## config.mk

```make
export PLATFORM = sky130hd
export DESIGN_NAME = branch_predictor
export DESIGN_NICKNAME = d
export VERILOG_FILES = /design/src/rtl/branch_predictor.sv
export SDC_FILE = /design/constraint.sdc
export NUM_CORES = 2
export LEC_CHECK = 0
export ABC_AREA = 1
export CAP_MARGIN = 20
export CORE_AREA = 2 2 669 471
export DETAILED_ROUTE_END_ITERATION = 10
export DIE_AREA = 0 0 671 473
export DONT_BUFFER_PORTS = 1
export GPL_TIMING_DRIVEN = 0
export PLACE_DENSITY = 0.63
export REMOVE_ABC_BUFFERS = 1
export SYNTH_ARGS = -nofsm -noshare
export SYNTH_HDL_FRONTEND = slang
export SYNTH_SLANG_ARGS = --single-unit
```

## constraint.sdc

```tcl
create_clock -name clk -period 8.1 [get_ports clk]
set_input_delay 1.215 -clock clk [delete_from_list [all_inputs] [get_ports clk]]
set_output_delay 1.215 -clock clk [all_outputs]
set_load 0.05 [all_outputs]
```

## src/rtl/branch_predictor.sv

```systemverilog
// Bimodal BHT + direct-mapped BTB next-PC predictor with registered mispredict/redirect.
// Optional BPRED_STATS_EN adds stat_updates / stat_mispredicts counters.
module branch_predictor #(
  parameter int WIDTH    = 32,
  parameter int IDX_BITS = 6,
  parameter int TAG_BITS = 8
) (
  input  logic             clk,
  input  logic             rst_n,
  input  logic [WIDTH-1:0] f_pc,
  output logic             pred_taken,
  output logic [WIDTH-1:0] pred_target,
  input  logic             upd_valid,
  input  logic [WIDTH-1:0] upd_pc,
  input  logic             upd_uncond,
  input  logic             upd_taken,
  input  logic [WIDTH-1:0] upd_target,
  input  logic [WIDTH-1:0] upd_pred_target,
  output logic             mispredict,
  output logic [WIDTH-1:0] redirect_pc
`ifdef BPRED_STATS_EN
  ,
  output logic [31:0]      stat_updates,
  output logic [31:0]      stat_mispredicts
`endif
);

  localparam int unsigned ENTRIES = 1 << IDX_BITS;

  logic [1:0]          bht        [ENTRIES];
  logic [ENTRIES-1:0]  btb_valid;
  logic [TAG_BITS-1:0] btb_tag    [ENTRIES];
  logic [WIDTH-1:0]    btb_target [ENTRIES];

  logic [IDX_BITS-1:0] f_idx, u_idx;
  logic [TAG_BITS-1:0] f_tag, u_tag;
  logic                hit;
  logic                eff_taken;
  logic [1:0]          cnt_nxt;
  logic [WIDTH-1:0]    correct_pc;
  logic                mp_nxt;

  assign f_idx = f_pc[IDX_BITS+1:2];
  assign f_tag = f_pc[IDX_BITS+TAG_BITS+1:IDX_BITS+2];
  assign u_idx = upd_pc[IDX_BITS+1:2];
  assign u_tag = upd_pc[IDX_BITS+TAG_BITS+1:IDX_BITS+2];

  // Lookup reads the registered tables only, so a same-cycle update is not bypassed.
  always_comb begin
    hit         = btb_valid[f_idx] && (btb_tag[f_idx] == f_tag);
    pred_taken  = hit && bht[f_idx][1];
    pred_target = pred_taken ? btb_target[f_idx] : f_pc + WIDTH'(4);
  end

  always_comb begin
    eff_taken  = upd_uncond | upd_taken;
    correct_pc = eff_taken ? upd_target : upd_pc + WIDTH'(4);
    mp_nxt     = upd_valid && (correct_pc != upd_pred_target);
    cnt_nxt    = bht[u_idx];
    if (upd_uncond) begin
      cnt_nxt = 2'b11;
    end else if (eff_taken) begin
      if (bht[u_idx] != 2'b11) cnt_nxt = bht[u_idx] + 2'b01;
    end else begin
      if (bht[u_idx] != 2'b00) cnt_nxt = bht[u_idx] - 2'b01;
    end
  end

  always_ff @(posedge clk or negedge rst_n) begin
    if (!rst_n) begin
      for (int unsigned i = 0; i < ENTRIES; i++) bht[i[IDX_BITS-1:0]] <= 2'b01;
      btb_valid <= '0;
    end else if (upd_valid) begin
      bht[u_idx] <= cnt_nxt;
      if (eff_taken) btb_valid[u_idx] <= 1'b1;
    end
  end

  // Tag/target storage is qualified by btb_valid and needs no reset.
  always_ff @(posedge clk) begin
    if (upd_valid && eff_taken) begin
      btb_tag[u_idx]    <= u_tag;
      btb_target[u_idx] <= upd_target;
    end
  end

  always_ff @(posedge clk or negedge rst_n) begin
    if (!rst_n) begin
      mispredict  <= 1'b0;
      redirect_pc <= '0;
    end else begin
      mispredict <= mp_nxt;
      if (upd_valid) redirect_pc <= correct_pc;
    end
  end

`ifdef BPRED_STATS_EN
  always_ff @(posedge clk or negedge rst_n) begin
    if (!rst_n) begin
      stat_updates     <= '0;
      stat_mispredicts <= '0;
    end else begin
      if (upd_valid) stat_updates <= stat_updates + 32'd1;
      if (mp_nxt)    stat_mispredicts <= stat_mispredicts + 32'd1;
    end
  end
`endif

endmodule

```

* After elaboration in Yosys (flattened, before gate mapping)
Memory sizes are Yosys's and may differ from the RTL's. Index checks and enable logic that the tools add are counted.
Word-level totals: bits of input ports 133, register bits 225, logic and storage cells 115, RAM bits 2560, memories 2, output and inout bits 66
Memories:
- btb_target | words 64, bits a word 32, read ports 1, clocked after Yosys merged registers in 0, write ports 1, line 33 | logic [WIDTH-1:0] btb_target [ENTRIES];
- btb_tag | words 64, bits a word 8, read ports 1, clocked after Yosys merged registers in 0, write ports 1, line 32 | logic [TAG_BITS-1:0] btb_tag [ENTRIES];
Cells by class: mux-type cells 21, equality and inequality tests 3, magnitude comparators 6, bitwise logic cells 4, reductions and logical operators 8, $add $sub $neg 4
Operator list (number):
- 128-bit bitwise mux | 1
- 32-bit by 3-bit adder with 32-bit output, second input constant | 2
- 32-bit two-way mux | 2
- 64-bit OR | 1
- 32-bit != test | 1
- 2-bit binary-select mux with 6-bit select | 2
- 2-bit two-way mux | 9
- 7-bit greater-or-equal comparator, second input constant | 2
- 6-bit by 7-bit < comparator with 1-bit output, second input constant | 2
- 6-bit NOT with 7-bit output | 2
- 2-bit demux with 6-bit select | 1
- 8-bit == test | 1
- 7-bit by 1-bit < comparator with 1-bit output, second input constant | 1
- 1-bit binary-select mux with 6-bit select | 1
- 1-bit demux with 6-bit select | 1
- 6-bit by 1-bit greater-or-equal comparator with 1-bit output, second input constant | 1
- 1-bit logical AND | 6
- 1-bit two-way mux | 4
- 2-bit by 1-bit adder with 2-bit output, second input constant | 1
- 2-bit != test, second input constant | 1
- 2-bit AND reduction | 1
- 2-bit nonzero test | 1
- 2-bit by 1-bit subtractor with 2-bit output, second input constant | 1
- 1-bit OR | 1

* Depth between registers and ports, before layout
depth in word-level cells 9, gate-level depth with buffers 25, gate-level depth less buffers 21

* Least setup slack after synthesis
No wires, ideal clock.
path type input-to-reg, from input port upd_pc[5], to memory btb_tag[40][0] (enable), setup slack 2616 ps, stages 7, buffers on the path 1, data arrival time 4995 ps, setup time 488 ps, data required time 7612 ps, cell sequence clkbuf_1 -> inv_1 -> nor3_1 -> inv_1 -> nor2_1 -> inv_1 -> nor3_1
RTL lines:
- start: declaration | line 14 | input logic [WIDTH-1:0] upd_pc,
- end: declaration | line 32
No word-level cell before the write port.

* Worst setup path after layout
from input port f_pc[4], to output port pred_target[29]
On the way: word-level cells in the longest chain between the ends 6, elaborated cells between the ends (all ways) 13, classes of those cells 1 x add/sub; 1 x eq/ne; 6 x mux; 1 x bitwise; 2 x reduce/logical; 2 x memory
RTL lines:
- start: declaration | line 10 | input logic [WIDTH-1:0] f_pc,
- branches (longest 5 deep; another with memory 64 x 8 bit)
- 32-bit two-way mux * | line 52 | pred_target = pred_taken ? btb_target[f_idx] : f_pc + WIDTH'(4);
- end: declaration | line 12 | output logic [WIDTH-1:0] pred_target,
Every way passes the cells marked *. The select of a mux whose other input is x is not followed.

==> flow_metrics.env <==
export IMPL_grt_start_max_net_pins=693
export IMPL_period_needed_ns=8.47
export IMPL_rows=172
export IMPL_portBuffers=0
export IMPL_die_y_um=473
export IMPL_dp_hpwl_um=218000
export IMPL_crit_arrival_ns=7.26
export IMPL_startpoint_type="input pin"
export IMPL_worstPathRequired_ns=6.88
export IMPL_cts_root_buf="clkbuf_16"
export IMPL_pwr_density_cell_nw_per_um2=230
export IMPL_drv_cap=0
export IMPL_firstDrtPassIters=6
export IMPL_violations="slew limit, setup timing"
export IMPL_post_drt_wl_per_cell_um=26.9
export IMPL_cts_max_path_buffers=4
export IMPL_slowest_stage="a21oi_1"
export IMPL_initial_core_util_pct=36.8
export IMPL_crit_path_max_incr_delay_ns=0.86
export IMPL_drc_errors=0
export IMPL_finalWirelength_um=375000
export IMPL_grt_usage_pct=22.8
export IMPL_setup_violations=29
export IMPL_pwr_share_seq_pct=54.0
export IMPL_total_power_mw=29.9
export IMPL_fin_crit_sh_pct=105
export IMPL_drtAntennaViolNets=0
export IMPL_design_area_sq_um=130000
export IMPL_cp_max_fo=239
export IMPL_synth_async_reset_ratio_pct=8.08
export IMPL_synth_cells=9713
export IMPL_crit_path_end_kind="output pin"
export IMPL_grt_pass1_wl_um=528000
export IMPL_fp_dieArea_sq_um=317000
export IMPL_synth_edf_count=2560
export IMPL_p_leak_nw=44.0
export IMPL_gp_congestion=0.850
export IMPL_yosys_warnings=0
export IMPL_worst_slew_pin_slew_ns=1.77
export IMPL_rsz0062_at_grt="false"
export IMPL_internal_power_mw=23.1
export IMPL_area_delta_synth_final_pct=13.4
export IMPL_vias=80100
export IMPL_status="finished, violations left"
export IMPL_hold_path_class="input pin to async pin"
export IMPL_clkLatencyLatePin_ns=0.91
export IMPL_dpl_cell_area_sq_um=122000
export IMPL_io_pins=199
export IMPL_crit_path_frequent_cell="nand2_1"
export IMPL_ys_seq_area_share_pct=72.1
export IMPL_switching_share_pct=22.8
export IMPL_clkTransAtPathRegs_ns=0.07
export IMPL_netlist_area_sq_um=115000
export IMPL_synth_seq_cells=2785
export IMPL_slew_headroom_pct=-18.0
export IMPL_fp_dieW_um=671
export IMPL_p_switching_mw=6.82
export IMPL_crit_chain="nand2_1 -> buf_16 -> inv_8 -> buf_16 -> nand2_1 -> nand2_1 -> nor2_1 -> o21ai_1 -> nand3_1 -> a21oi_1 -> nand3_1 -> nor2_1 -> nand2_1 -> nand2_1 -> nand2_1"
export IMPL_postSynthAreaPerCell_sq_um=11.8
export IMPL_drive_gt1_share_pct=8.07
export IMPL_antenna_found_initial=14
export IMPL_core_area_sq_um=312000
export IMPL_avgViaCountPerCell=5.74
export IMPL_cts_tree="yes"
export IMPL_htreeDepth=4
export IMPL_grt_pass1_vias=75100
export IMPL_cts_buffers=247
export IMPL_finalHoldViolations=0
export IMPL_synth_main_ff_cell="edfxtp_1"
export IMPL_cts_sinks=2785
export IMPL_worstSetupPathType="input pin to output pin"
export IMPL_fin_worst_skew_ns=0.0563
export IMPL_grt_overflow=0
export IMPL_p_comb_share_pct=6.3
export IMPL_fin_nets=9694
export IMPL_drv_slew=247
export IMPL_power_frac_clock_pct=39.7
export IMPL_synth_distinct_cells=53
export IMPL_drt_iter0_markers=12900
export IMPL_finalSetupTns_ns=-5.39
export IMPL_max_freq_mhz=118
export IMPL_setup_ws_ns=-0.373
export IMPL_ir_worst_vdd_mv=0.182
## path summary, 6_finish.rpt
| path | depth (start not counted) | start | slack, ns | end |
|---|---|---|---|---|
| max | 15 | f_pc[4] | -0.37 | pred_target[29] |
| min | 0 | rst_n | 0.07 | bht[127]$_DFFE_PN0P_ |
| max reg2reg | 10 | bht[111]$_DFFE_PN0P_ | 5.47 | bht[76]$_DFFE_PN1P_ |
| min reg2reg | 2 | btb_valid[29]$_DFFE_PN0P_ | 0.46 | btb_valid[29]$_DFFE_PN0P_ |
| max in group asynchronous | 1 | rst_n | 6.96 | bht[105]$_DFFE_PN0P_ |
| min in group clk | 0 | upd_target[20] | 0.39 | btb_target[53][20]$_DFFE_PP_ |
## layout by cell type (no fill, tap or decap), drive strengths merged, types with 8 or more instances in the layout
master	synthesis	layout
edfxtp	2560	2560
nand2	1597	1597
nor2	1499	1499
o21ai	1303	1303
nand3	505	505
inv	386	387
o22ai	321	321
clkbuf	345	298
buf	277	206
o221ai	193	193
dfrtp	161	161
a21oi	144	144
clkinv	4	120
o211ai	81	81
dfstp	64	64
or2	47	47
nor3	42	42
nand4	36	36
xor2	36	36
a31oi	34	34
bufinv	0	29
a22o	13	13
a22oi	12	12
xnor2	11	11
clkinvlp	0	11
diode	0	8
bufbuf	0	8
## registers in the layout (all words and copies together) (netlist names)
| name | flops |
|---|---|
| mispredict | 1 |
| btb_valid | 64 |
| btb_tag | 512 |
| redirect_pc | 32 |
| btb_target | 2048 |
| bht | 128 |
## layer usage
layer | vias to the layer above | wire length (um) | global-route usage, % | part of all wire [%]
met3 | 774 | 52100 | 5.88 | 14
met1 | 39700 | 146000 | 31.9 | 39
met2 | 5131 | 161000 | 34.3 | 43
met4 | 10 | 15200 | 7.92 | 4.1
met5 | - | 335 | 0 | 0.089
li1 | 34400 | - | - | -
## synthesized netlist by cell type (5+ instances only)
cell | number | share of area, %
clkbuf_1 | 345 | 1.1
o21ai_0 | 1280 | 5.6
nand4_1 | 36 | 0.20
a22o_1 | 13 | 0.099
o2111ai_1 | 5 | 0.038
o21ai_1 | 23 | 0.10
a31oi_1 | 34 | 0.19
o211ai_1 | 81 | 0.53
nand3b_1 | 6 | 0.039
nor3_1 | 39 | 0.17
a22oi_1 | 12 | 0.079
xnor2_1 | 11 | 0.084
a221oi_1 | 6 | 0.046
nand2_1 | 1593 | 5.2
buf_1 | 30 | 0.098
xor2_1 | 36 | 0.28
o221ai_1 | 193 | 1.5
nand3_1 | 501 | 2.2
o2bb2ai_1 | 5 | 0.038
edfxtp_1 | 2560 | 67
o22ai_1 | 321 | 1.8
a21oi_1 | 144 | 0.63
dfstp_2 | 64 | 1.5
buf_4 | 55 | 0.36
dfrtp_1 | 161 | 3.5
nor2_1 | 1496 | 4.9
buf_2 | 177 | 0.77
inv_1 | 380 | 1.2
or2_2 | 44 | 0.24
buf_6 | 15 | 0.15
## kinds of logic after synthesis
logic type	synth area share (%)
adders and majority gates	0.0218
DFF	72.1
muxes	0.0175
AOI/OAI and AO/OA	10.6
and+or+nand+nor	13.1
xor gates and xnor gates	0.359
buffers and inverters	3.79
## power by group through the flow
stage	Clock (mW)	Sequential, mW	Combinational (mW)
3_5_place_dp	0	16.4	1.74
3_3_place_gp	0	16.4	1.67
4_1_cts	11.9	16.1	1.78
6_report	11.9	16.1	1.89
5_1_grt	12.5	16.2	2.04
2_1_floorplan	0	16.4	1.08
## cell type report
cell class | count | area [sq um]
well taps | 4176 | 5230
fillers | 28100 | 182000
repair inverters | 1 | 8.76
repair buffers | 218 | 4410
clock inverters | 156 | 1530
inverters | 390 | 1530
diodes | 8 | 20.0
flip-flops and latches | 2785 | 82600
multi-input cells | 5916 | 28300
clock buffers | 296 | 6430
## worst max-delay path, delay by kind of cell
family	cells	cell delay [ns]
AND/OR/NAND/NOR	10	2.76
buffers and inverters	3	1.48
AO/OA/AOI/OAI	2	1.19
## per-stage QoR
step	utilization [%]	hold WS [ns]	instances	setup WS (ns)
2_1_floorplan	-	0.428	9091	-3.23
3_3_place_gp	37.5	0.439	13300	-24.53
3_5_place_dp	39.0	0.446	13500	-2.44
4_1_cts	41.6	0.00932	13900	0.0121
5_1_grt	41.7	0.0374	13900	0.0602
6_report	41.7	0.0704	13900	-0.373
## what timing repair did
action / 4_1_cts / 5_1_grt
gates cloned: 9 / 2
pin swaps: 1 / 0
endpoints found under the setup margin: 33 / 32
hold endpoints to repair: 3 / 0
resized for setup: 11 / 3
buffers inserted: 5 / 0
hold buffers: 2 / 0
No activity file was read; power rests on OpenSTA's default activity.
